`src/rtl/qam_symbol_scheduler.sv`:
```
// qam_symbol_scheduler: packs serial bits into 2-bit QAM symbols, buffers them
// in a small FIFO and releases one symbol every 2^PHASE_W carrier samples,
// stepping the sin/cos ROM address while a symbol is being modulated.
// Optional build macro: QAM_UNDERFLOW_CNT_EN adds a saturating underflow counter.
module qam_symbol_scheduler #(
  parameter int FIFO_DEPTH = 4,
  parameter int PHASE_W    = 7
) (
  input  logic                        clk,
  input  logic                        reset,
  input  logic                        enable,
  input  logic                        bit_in,
  input  logic                        bit_valid,
  output logic                        bit_ready,
  output logic [1:0]                  sym_out,
  output logic                        sym_load,
  output logic [PHASE_W-1:0]          rom_addr,
  output logic                        active,
  output logic [1:0]                  state,
  output logic [$clog2(FIFO_DEPTH):0] fifo_count,
  output logic                        underflow,
  output logic [7:0]                  underflow_cnt
);

  localparam int PTR_W = $clog2(FIFO_DEPTH);
  localparam int CNT_W = PTR_W + 1;
  localparam logic [CNT_W-1:0]   FULL_CNT  = CNT_W'(FIFO_DEPTH);
  localparam logic [PHASE_W-1:0] LAST_ADDR = '1;

  typedef enum logic [1:0] {
    IDLE  = 2'b00,
    PRIME = 2'b01,
    RUN   = 2'b10,
    DRAIN = 2'b11
  } state_t;

  state_t               r_state;
  state_t               w_state_nxt;
  logic [PHASE_W-1:0]   r_rom_addr;
  logic [PHASE_W-1:0]   w_rom_addr_nxt;
  logic [1:0]           r_sym_out;
  logic [1:0]           w_sym_nxt;
  logic                 r_sym_load;
  logic                 w_sym_load_nxt;
  logic                 r_underflow;
  logic                 w_underflow_nxt;
  logic                 w_pop;

  logic                 r_pair_half;
  logic                 r_first_bit;
  logic                 w_accept;
  logic                 w_push;

  logic [1:0]           r_mem [FIFO_DEPTH];
  logic [PTR_W-1:0]     r_wr_ptr;
  logic [PTR_W-1:0]     r_rd_ptr;
  logic [CNT_W-1:0]     r_count;
  logic [1:0]           w_head;
  logic                 w_empty;
  logic                 w_at_end;

  // A first bit is always taken; the completing bit needs a free FIFO slot
  // judged on pre-pop occupancy (no bypass).
  assign bit_ready = (r_count < FULL_CNT) || !r_pair_half;
  assign w_accept  = bit_valid && bit_ready;
  assign w_push    = w_accept && r_pair_half;
  assign w_head    = r_mem[r_rd_ptr];
  assign w_empty   = (r_count == '0);
  assign w_at_end  = (r_rom_addr == LAST_ADDR);

  // Bit-pair packer: first bit of a pair is held until its partner arrives.
  always_ff @(posedge clk or negedge reset) begin
    if (!reset) begin
      r_pair_half <= 1'b0;
      r_first_bit <= 1'b0;
    end else if (w_accept) begin
      if (!r_pair_half) begin
        r_first_bit <= bit_in;
        r_pair_half <= 1'b1;
      end else begin
        r_pair_half <= 1'b0;
      end
    end
  end

  // FIFO storage; contents need no reset since pointers and count are cleared.
  always_ff @(posedge clk) begin
    if (w_push) r_mem[r_wr_ptr] <= {r_first_bit, bit_in};
  end

  // FIFO pointers and occupancy.
  always_ff @(posedge clk or negedge reset) begin
    if (!reset) begin
      r_wr_ptr <= '0;
      r_rd_ptr <= '0;
      r_count  <= '0;
    end else begin
      if (w_push) r_wr_ptr <= r_wr_ptr + 1'b1;
      if (w_pop)  r_rd_ptr <= r_rd_ptr + 1'b1;
      case ({w_push, w_pop})
        2'b10:   r_count <= r_count + 1'b1;
        2'b01:   r_count <= r_count - 1'b1;
        default: r_count <= r_count;
      endcase
    end
  end

  // Scheduler state and registered outputs.
  always_ff @(posedge clk or negedge reset) begin
    if (!reset) begin
      r_state     <= IDLE;
      r_rom_addr  <= '0;
      r_sym_out   <= 2'b00;
      r_sym_load  <= 1'b0;
      r_underflow <= 1'b0;
    end else begin
      r_state     <= w_state_nxt;
      r_rom_addr  <= w_rom_addr_nxt;
      r_sym_out   <= w_sym_nxt;
      r_sym_load  <= w_sym_load_nxt;
      r_underflow <= w_underflow_nxt;
    end
  end

  // Next-state logic. RUN and DRAIN share one branch: enable alone decides
  // whether the symbol boundary reloads (RUN) or ends the burst (IDLE).
  always_comb begin
    w_state_nxt     = r_state;
    w_rom_addr_nxt  = r_rom_addr;
    w_sym_nxt       = r_sym_out;
    w_sym_load_nxt  = 1'b0;
    w_underflow_nxt = 1'b0;
    w_pop           = 1'b0;
    case (r_state)
      IDLE: begin
        w_rom_addr_nxt = '0;
        if (enable) w_state_nxt = PRIME;
      end
      PRIME: begin
        w_rom_addr_nxt = '0;
        if (!enable) begin
          w_state_nxt = IDLE;
        end else if (!w_empty) begin
          w_state_nxt    = RUN;
          w_sym_load_nxt = 1'b1;
          w_pop          = 1'b1;
          w_sym_nxt      = w_head;
        end
      end
      RUN, DRAIN: begin
        if (w_at_end) begin
          w_rom_addr_nxt = '0;
          if (enable) begin
            w_state_nxt    = RUN;
            w_sym_load_nxt = 1'b1;
            if (!w_empty) begin
              w_pop     = 1'b1;
              w_sym_nxt = w_head;
            end else begin
              w_sym_nxt       = 2'b00;
              w_underflow_nxt = 1'b1;
            end
          end else begin
            w_state_nxt = IDLE;
          end
        end else begin
          w_rom_addr_nxt = r_rom_addr + 1'b1;
          w_state_nxt    = enable ? RUN : DRAIN;
        end
      end
      default: w_state_nxt = IDLE;
    endcase
  end

`ifdef QAM_UNDERFLOW_CNT_EN
  logic [7:0] r_unf_cnt;

  // Saturating count of underflow pulses, cleared only by reset.
  always_ff @(posedge clk or negedge reset) begin
    if (!reset) begin
      r_unf_cnt <= '0;
    end else if (w_underflow_nxt && (r_unf_cnt != 8'hFF)) begin
      r_unf_cnt <= r_unf_cnt + 1'b1;
    end
  end

  assign underflow_cnt = r_unf_cnt;
`else
  assign underflow_cnt = '0;
`endif

  assign sym_out    = r_sym_out;
  assign sym_load   = r_sym_load;
  assign rom_addr   = r_rom_addr;
  assign active     = (r_state == RUN) || (r_state == DRAIN);
  assign state      = r_state;
  assign fifo_count = r_count;
  assign underflow  = r_underflow;

endmodule

```
`config.mk`:
```
export PLATFORM = sky130hd
export DESIGN_NAME = qam_symbol_scheduler
export DESIGN_NICKNAME = d
export VERILOG_FILES = /design/src/rtl/qam_symbol_scheduler.sv
export SDC_FILE = /design/constraint.sdc
export NUM_CORES = 1
export LEC_CHECK = 0
export CORE_AREA = 2 2 63 59
export DETAILED_ROUTE_END_ITERATION = 10
export DIE_AREA = 0 0 65 61
export PLACE_DENSITY = 0.72
export SYNTH_ARGS = -nofsm -noshare
export SYNTH_HDL_FRONTEND = slang
export SYNTH_SLANG_ARGS = --single-unit
```
`constraint.sdc`:
```
create_clock -name clk -period 2.2 [get_ports clk]
set_input_delay 0.55 -clock clk [delete_from_list [all_inputs] [get_ports clk]]
set_output_delay 0.55 -clock clk [all_outputs]
set_load 0.03 [all_outputs]
```
### Word level (Yosys, flattened, before mapping)

Memories as Yosys holds them, arrays and structs flattened.
Index checks and enable logic that the tools add are counted.

| cells by class | value |
|---|---|
| $add $sub $neg | 5 |
| $lt $le $gt $ge | 1 |
| equal/unequal tests | 12 |
| muxes and demuxes | 30 |
| bitwise operators | 1 |
| reduce and logical (&&, ||, !) cells | 14 |

Operator list:

| cell | number |
|---|---|
| 2-to-1 mux 2 bit | 10 |
| one-hot mux 7 bit (2 select lines) | 1 |
| 2-to-1 mux 1 bit | 13 |
| != test 2 bit, second input constant | 5 |
| adder 7 x 1 -> 7 bit, second input constant | 1 |
| equality test 7 bit, second input constant | 1 |
| 2-to-1 mux 7 bit | 1 |
| equality test 2 bit, second input constant | 3 |
| one-hot mux 2 bit (3 select lines) | 1 |
| one-hot mux 3 bit (2 select lines) | 1 |
| AND reduction 5 bit | 1 |
| adder 2 x 1 -> 2 bit, second input constant | 2 |
| equality test 2 x 1 -> 1 bit, second input constant | 2 |
| one-hot mux 1 bit (2 select lines) | 2 |
| one-hot mux 2 bit (2 select lines) | 1 |
| AND reduction 2 bit | 2 |
| nonzero test 2 bit | 2 |
| OR reduction 2 bit | 2 |
| adder 3 x 1 -> 3 bit, second input constant | 1 |
| logical NOT 3 bit | 1 |
| < comparator 3 bit, second input constant | 1 |
| != test 3 bit, second input constant | 1 |
| subtractor 3 x 1 -> 3 bit, second input constant | 1 |
| logical AND 1 bit | 2 |
| other kinds (4) | 5 |

| word-level totals | value |
|---|---|
| flip-flop bits (word level) | 22 |
| RAM bits | 8 |
| input bits | 5 |
| output and inout port bits | 26 |
| logic and storage cells | 74 |
| memories kept | 1 |

Memory list:

| memory | depth | width | read ports | clocked after memory_dff | wr ports | line | RTL |
|---|---|---|---|---|---|---|---|
| r_mem | 4 | 2 | 1 | 0 | 1 | 54 | `logic [1:0] r_mem [FIFO_DEPTH];` |

### Longest topological paths before layout

Gate-level depths: netlist (run 1).

| logic depth | value |
|---|---|
| word-level depth | 7 |
| depth in mapped cells | 10 |
| mapped depth without buffers | 10 |

### Worst setup path after synthesis (run 1)

Ideal clock, no wire load.

| timing | value |
|---|---|
| kind | register to register |
| start | register r_rom_addr[0] (netlist: rom_addr[0]) |
| end | register r_count[2] (netlist: fifo_count[2]) |
| library setup time | 81 ps |
| arrival time | 2272 ps |
| data required time | 2119 ps |
| slack | -154 ps |
| cell stages (with the launch flop) | 11 |
| path buffers | 0 |
| clock period less this slack | 2354 ps |
| cell sequence | dfrtp_1 -> ha_1 -> nand3_1 -> o21ai_0 -> and3_1 -> ha_1 -> inv_1 -> fa_1 -> xor2_1 -> nor2_1 -> xor2_1 |

| on the way | value |
|---|---|
| cells in the longest elaborated chain, start to end | 5 |
| elaborated cells on any way between the ends | 7 |
| those cells by class | eq/ne (3); mux (3); reduce/logical (1) |

Ends and longest elaborated chain:

| what | line | RTL |
|---|---|---|
| from (decl) | 39 | `logic [PHASE_W-1:0] r_rom_addr;` |
| from (signal assigned) | 118 | `r_rom_addr <= w_rom_addr_nxt;` |
| equality test 7 bit (*) | 69 | `assign w_at_end = (r_rom_addr == LAST_ADDR);` |
| 2-to-1 mux 1 bit (*) | 151 | `if (w_at_end) begin` |
| one-hot mux 1 bit (2 select lines) (*) | 134 | `case (r_state)` |
| via w_pop | 47 | `logic w_pop;` |
| equality test 2 x 1 -> 1 bit or equality test 2 bit (tied branches) | 100 | `case ({w_push, w_pop})` |
| one-hot mux 3 bit (2 select lines) or nonzero test 2 bit (tied branches) | n/a |  |
| to (signal assigned) | 101 | `2'b10: r_count <= r_count + 1'b1;` |
| to (signal assigned) | 102 | `2'b01: r_count <= r_count - 1'b1;` |
| to (signal assigned) | 103 | `default: r_count <= r_count;` |
| to (decl) | 57 | `logic [CNT_W-1:0] r_count;` |

Mark *: on every way through the listed nets, which the timed path passes. The rest lies on a longest branch.
A chain may end at the register's enable or synchronous reset.

### Worst setup path in the final report (run 1)

| timing | value |
|---|---|
| start | register r_count[2] (netlist: fifo_count[2]) |
| end | output bit_ready |

| on the way | value |
|---|---|
| cells in the longest elaborated chain, start to end | 2 |

Ends and longest elaborated chain:

| what | line | RTL |
|---|---|---|
| < comparator 3 bit | 64 | `assign bit_ready = (r_count < FULL_CNT) \|\| !r_pair_half;` |
| logical OR 1 bit | 64 |  |
| to (decl) | 14 | `output logic bit_ready,` |

No other way between the ends.

==> results.py, run 1 <==
metrics = {
    "outcome": {
        "outcome": "finished, final reports clean",
    },
    "sta": {
        "post-route-period-util": 0.9504,
        "setup_tns_ps": 0,
        "fin_skew_ps": 2.533,
        "fin_ws_ps": 109.1,
        "final_hold_viol_count": 0,
        "hold_ws_ps": 511.6,
        "rsz0062_at_grt": "no",
        "setup_violations": 0,
        "fmax_ghz": 0.4783,
        "fin_crit_ps": 2091,
        "slew_violations": 0,
    },
    "final_layout": {
        "layout_common_cells": "clkdlybuf4s50_1 (22), dfrtp_1 (19), buf_4 (15)",
        "antennaDiodeCount": 0,
        "area_growth_pct": 36.86,
        "layout_commonest_cell": "clkdlybuf4s50_1",
        "instances_no_fill": 204,
        "num-nets-final": 171,
        "fillers": 289,
        "drive_above_1_share": 0.2313,
    },
    "global_route": {
        "grt_pass1_vias": 984,
        "use_met1": 0.1490,
        "grtUsageTotal": 0.1521,
        "grt_use_met3": 0.05380,
        "grt-ovfl-total": 0,
        "antenna_found_initial": 0,
        "met2_usage": 0.2946,
        "grt_pass1_wl_um": 4340,
        "grt_max_degree": 23,
        "grt-busiest-layer": "met2",
    },
    "placed_design": {
        "place_ws_ps": -146.8,
        "portBuffers": 22,
        "dp_hpwl_um": 1905,
        "gp_congestion": 0.7645,
        "dpl.cell_count": 190,
    },
    "synth": {
        "syn_area_per_cell_sq_um": 12.02,
        "synthCells": 118,
        "synth_cell_types": 28,
        "ys_seq_area_frac": 0.5573,
        "syn_area_sq_um": 1419,
        "synth_seq_cells": 30,
        "yosys_warnings": 0,
    },
    "drt": {
        "drt.antenna.violating_nets": 0,
        "first_iter_violations": 32,
        "wl_per_cell_um": 13.49,
        "drc": 0,
        "drt_wl_total_um": 2752,
        "vias": 955,
        "via_per_inst": 4.681,
        "drt_pre_antenna_iters": 4,
    },
    "power_and_ir_drop": {
        "p_int_w": 0.001352,
        "power.leakage_nw": 0.8515,
        "swShare": 0.2989,
        "p_total_w": 0.001929,
        "combPwrFrac": 0.278,
        "p_per_area_nw_per_um2": 993.2,
        "p_switching_w": 0.0005765,
        "seq_power_share": 0.382,
        "power_frac_clock": 0.340,
        "vdd_drop_max_uv": 743.3,
    },
    "setup_path": {
        "startpoint_type": "flip-flop",
        "worstSetupEndpointType": "output port",
        "cp_max_fo": 5,
        "rr_endpoint": "fifo_count[2]",
        "rr_startpoint": "rom_addr[1]",
        "r2r_slack_ps": 120,
        "ff2ff_path_depth": 10,
        "path_class": "reg -> out",
        "required_ps": 1650,
        "cp.arrival_ps": 1540,
    },
    "worst_hold_path": {
        "hold_depth": 1,
        "worstHoldStart": "sym_out[0]",
        "hold_class": "reg -> reg",
        "min_to": "sym_out[0]",
    },
    "cts": {
        "path_clk_slew_ps": 60,
        "root_buffer": "clkbuf_8",
        "numCtsBuffers": 5,
        "clock_path_buffers": 2,
        "clock_latency_ps": 280,
        "htreeDepth": 2,
        "cts_tree": "yes",
        "clkSinkCount": 30,
    },
    "job": {
        "drv_cap": 0,
    },
    "die": {
        "start_util": 0.4328,
        "die_h_um": 61,
        "core_sq_um": 3278,
        "pin_count": 31,
        "die_w_um": 65,
        "num_rows": 20,
        "dieArea_sq_um": 3965,
    },
}
state kept, by name (all words and copies together), names as in the netlist:
signal,cells
r_first_bit,1
r_wr_ptr,2
state,2
underflow,1
rom_addr,7
r_pair_half,1
r_mem,8
r_rd_ptr,2
sym_out,2
fifo_count,3
sym_load,1
metrics by stage:
step / util / instance area, sq um
after global routing: 0.5924 / 1942
final: 0.5924 / 1942
after floorplan: - / 1450
after global placement: 0.5260 / 1724
after detailed placement: 0.5260 / 1724
after CTS: 0.5744 / 1883
per-layer routing:
| metal | part of all wire | up-vias |
|---|---|---|
| met1 | 0.38 | 456 |
| met3 | 0.065 | 7 |
| met4 | 0.016 | 0 |
| li1 | - | 456 |
| met5 | 0 | - |
| met2 | 0.54 | 36 |
worst max path at each step:
stage	from	to	slack (ps)	cells after the start
after floorplan	rom_addr[0]	fifo_count[2]	0.6	10
after global placement	enable	fifo_count[2]	-60	8
after detailed placement	enable	fifo_count[2]	-150	8
after CTS	rom_addr[1]	fifo_count[2]	10	10
after global routing	rom_addr[1]	fifo_count[2]	10	10
final	fifo_count[2]	bit_ready	110	3
cell families (layout without fill, tap and decap cells):
family / after synthesis / count (layout) / share of synthesized area
buffers and inverters: 18 / 53 / 0.06966
adder cells (fa/ha/maj): 7 / 7 / 0.06702
AND/OR/NAND/NOR: 37 / 37 / 0.1402
multiplexers: 6 / 6 / 0.06261
flip-flops: 30 / 30 / 0.5573
other: 1 / 8 / 0.002643
AO/OA/AOI/OAI: 8 / 8 / 0.03262
XOR/XNOR: 11 / 11 / 0.06790
synthesized netlist by cell type, drive strengths merged:
cell type / instances / share of area
nor2: 8 / 0.021
fa: 1 / 0.014
dfrtp: 22 / 0.39
or3: 1 / 0.0044
mux2i: 1 / 0.0071
nand4: 2 / 0.0088
o22ai: 1 / 0.0044
xnor2: 6 / 0.037
a21boi: 2 / 0.011
conb: 1 / 0.0026
mux4: 2 / 0.032
and2: 8 / 0.035
ha: 6 / 0.053
inv: 8 / 0.021
nand3: 4 / 0.014
buf: 8 / 0.042
a21oi: 2 / 0.0071
nor2b: 1 / 0.0044
clkbuf: 2 / 0.0062
nand2: 7 / 0.019
and3: 4 / 0.018
edfxtp: 8 / 0.17
mux2: 3 / 0.024
o21ai: 3 / 0.011
nor3: 1 / 0.011
xor2: 5 / 0.031
nand2b: 1 / 0.0044
worst max-delay path, stage by stage (launching register included):
cell and delay (ps):
dfrtp_1 380, buf_4 160, nand2_1 60, clkdlybuf4s50_1 670
final cells by class:
type / count / area [sq um] / share of cell area
clock inverter: 3 / 63.81 / 0.03286
sequential: 30 / 794.5 / 0.4091
timing repair buffer: 37 / 332.8 / 0.1714
tap: 44 / 55.05 / 0.02835
multi-input combinational: 77 / 596.8 / 0.3073
inverter: 8 / 30.03 / 0.01546
clock buffer: 5 / 68.82 / 0.03544
power by group through the flow:
| stage | registers, W | logic [W] | clock network, W |
|---|---|---|---|
| detailed placement | 0.000750 | 0.000526 | 0 |
| floorplan | 0.000817 | 0.000259 | 0 |
| global route | 0.000747 | 0.000585 | 0.000692 |
| finish | 0.000737 | 0.000537 | 0.000655 |
| global placement | 0.000740 | 0.000506 | 0 |
| CTS | 0.000740 | 0.000531 | 0.000664 |
what timing repair did:
action | 4_1_cts | 5_1_grt
buffers inserted | 1 | 5
resized for setup | 3 | 5
pin swaps | 2 | 5
hold buffers | 0 | 0
setup endpoints to repair | 1 | 1
hold endpoints to repair | 0 | 0
Note: power is estimated with default switching activity, not from simulation.
==> run 2, diff against run 1 <==
--- a/config.mk
+++ b/config.mk
@@ -5,9 +5,9 @@
 export SDC_FILE = /design/constraint.sdc
 export NUM_CORES = 1
 export LEC_CHECK = 0
-export CORE_AREA = 2 2 63 59
+export CORE_AREA = 8 8 69 65
 export DETAILED_ROUTE_END_ITERATION = 10
-export DIE_AREA = 0 0 65 61
+export DIE_AREA = 0 0 77 73
 export PLACE_DENSITY = 0.72
 export SYNTH_ARGS = -nofsm -noshare
 export SYNTH_HDL_FRONTEND = slang
==> results.py, run 2 (synthesis gave the netlist of run 1 again) <==
metrics = {
    "sta": {
        "fin_skew_ps": 9.221,
        "hold_ws_ps": 516.1,
        "post-route-period-util": 0.9648,
        "fin_crit_ps": 2123,
        "fmax_ghz": 0.4711,
        "final_hold_viol_count": 0,
        "slew_violations": 0,
        "setup_violations": 0,
    },
    "placed_design": {
        "dp_hpwl_um": 2134,
        "dpl.cell_count": 190,
        "dpl-instance-area_sq_um": 1724,
        "portBuffers": 22,
        "gp_congestion": 0.7379,
    },
    "setup_path": {
        "cp_max_fo": 7,
        "rr_startpoint": "rom_addr[1]",
        "worstSetupEndpointType": "output port",
        "startpoint_type": "flip-flop",
        "critPathMaxStageDelay_ps": 670,
        "ff2ff_path_depth": 10,
        "r2r_slack_ps": 110,
        "required_ps": 1650,
        "rr_endpoint": "fifo_count[2]",
        "path_class": "reg -> out",
        "cp.arrival_ps": 1570,
        "slowest_stage": "clkdlybuf4s50_1",
        "path_cells": "buf_4, clkdlybuf4s50_1",
    },
    "die": {
        "dieArea_sq_um": 5621,
        "pin_count": 31,
        "core_sq_um": 3303,
        "num_rows": 20,
        "start_util": 0.4295,
        "die_w_um": 77,
        "die_h_um": 73,
    },
    "final_layout": {
        "layout_common_cells": "clkdlybuf4s50_1 (22), dfrtp_1 (20), buf_4 (10)",
        "antennaDiodeCount": 0,
        "largest_reg_flops": 8,
        "finalInstanceArea_sq_um": 1839,
        "instances_no_fill": 199,
        "area_growth_pct": 29.63,
        "post-route-util": 0.5568,
        "drive_above_1_share": 0.1871,
        "layout_commonest_cell": "clkdlybuf4s50_1",
        "regMostFlops": "r_mem",
        "num-nets-final": 166,
    },
    "global_route": {
        "grt_max_degree": 15,
        "grtUsageTotal": 0.1094,
        "grt_pass1_wl_um": 4788,
        "antenna_found_initial": 0,
        "grt-ovfl-total": 0,
        "grt_pass1_vias": 1038,
    },
    "worst_hold_path": {
        "hold_depth": 1,
        "min_to": "sym_out[0]",
        "worstHoldStart": "sym_out[0]",
        "hold_class": "reg -> reg",
    },
    "outcome": {
        "outcome": "finished, final reports clean",
    },
    "cts": {
        "numCtsBuffers": 5,
        "clkSinkCount": 30,
        "root_buffer": "clkbuf_8",
        "cts_tree": "yes",
        "clock_latency_ps": 280,
        "htreeDepth": 2,
        "path_clk_slew_ps": 70,
        "clock_path_buffers": 2,
    },
    "power_and_ir_drop": {
        "power.leakage_nw": 0.8038,
        "p_per_area_nw_per_um2": 907.1,
        "p_total_w": 0.001668,
        "vdd_drop_max_uv": 621.0,
    },
    "drt": {
        "wl_per_cell_um": 14.15,
        "drc": 0,
        "drt_pre_antenna_iters": 5,
        "vias": 937,
        "first_iter_violations": 71,
        "drt.antenna.violating_nets": 0,
        "via_per_inst": 4.709,
        "drt_wl_total_um": 2816,
    },
    "job": {
        "drv_cap": 0,
    },
}
-- run 2: changes by cell type in the layout (fill, tap and decap cells not counted) --
cell       delta
ha_1          +1
buf_4         -5
dfrtp_1       +1
ha_4          -1
bufinv_16     -2
clkbuf_1      +1
clkinv_2      +1
dfrtp_2       -1
-- run 2: critical path, delay by kind of cell (launching register included) --
| family | cells | cell delay (ps) |
|---|---|---|
| DFF | 1 | 440 |
| buffers and inverters | 2 | 850 |
-- run 2: cell type report --
cell class	count	area (sq um)
inverters	8	30.03
multi-input cells	77	584.3
repair buffers	32	295.3
clock buffers	6	72.57
clock inverters	2	8.758
flip-flops and latches	30	793.3
fillers	286	1464
well taps	44	55.05
-- run 2: layer usage --
metal | part of all wire | track usage | vias up
met5 | 0 | 0 | -
met4 | 0.0075 | 0.03138 | 0
met3 | 0.069 | 0.05172 | 4
met2 | 0.54 | 0.2036 | 27
met1 | 0.38 | 0.1059 | 459
li1 | - | - | 447
-- run 2: what timing repair did --
| item | in CTS | in global routing |
|---|---|---|
| pin swaps | 0 | 3 |
| endpoints found under the setup margin | 1 | 1 |
| hold buffers | 0 | 0 |
| gates resized for setup | 2 | 3 |
| buffers inserted | 0 | 1 |
-- run 2: how the worst max path moves through the flow --
stage | startpoint | end | slack [ps] | cells after the start
floorplan | rom_addr[0] | fifo_count[2] | 0.6 | 10
global placement | enable | fifo_count[2] | -50 | 8
detailed placement | enable | fifo_count[2] | -130 | 8
CTS | rom_addr[0] | fifo_count[2] | 10 | 10
global route | rom_addr[1] | fifo_count[2] | -10 | 10
finish | state[1] | state[1] | 80 | 2
-- run 2: power by group --
group	switching [W]	internal [W]	leakage, nW
sequential	0.0000643	0.000673	0.339
combinational	0.000300	0.000224	0.422
clock	0.000190	0.000217	0.0426
-- run 2: stage by stage --
stage / setup slack (ps) / setup TNS [ps]
2_1_floorplan: 0.5667 / 0
3_3_place_gp: -52.48 / -52.48
3_5_place_dp: -126.4 / -126.4
5_1_grt: -9.852 / -9.852
4_1_cts: 9.882 / 0
6_report: 77.42 / 0
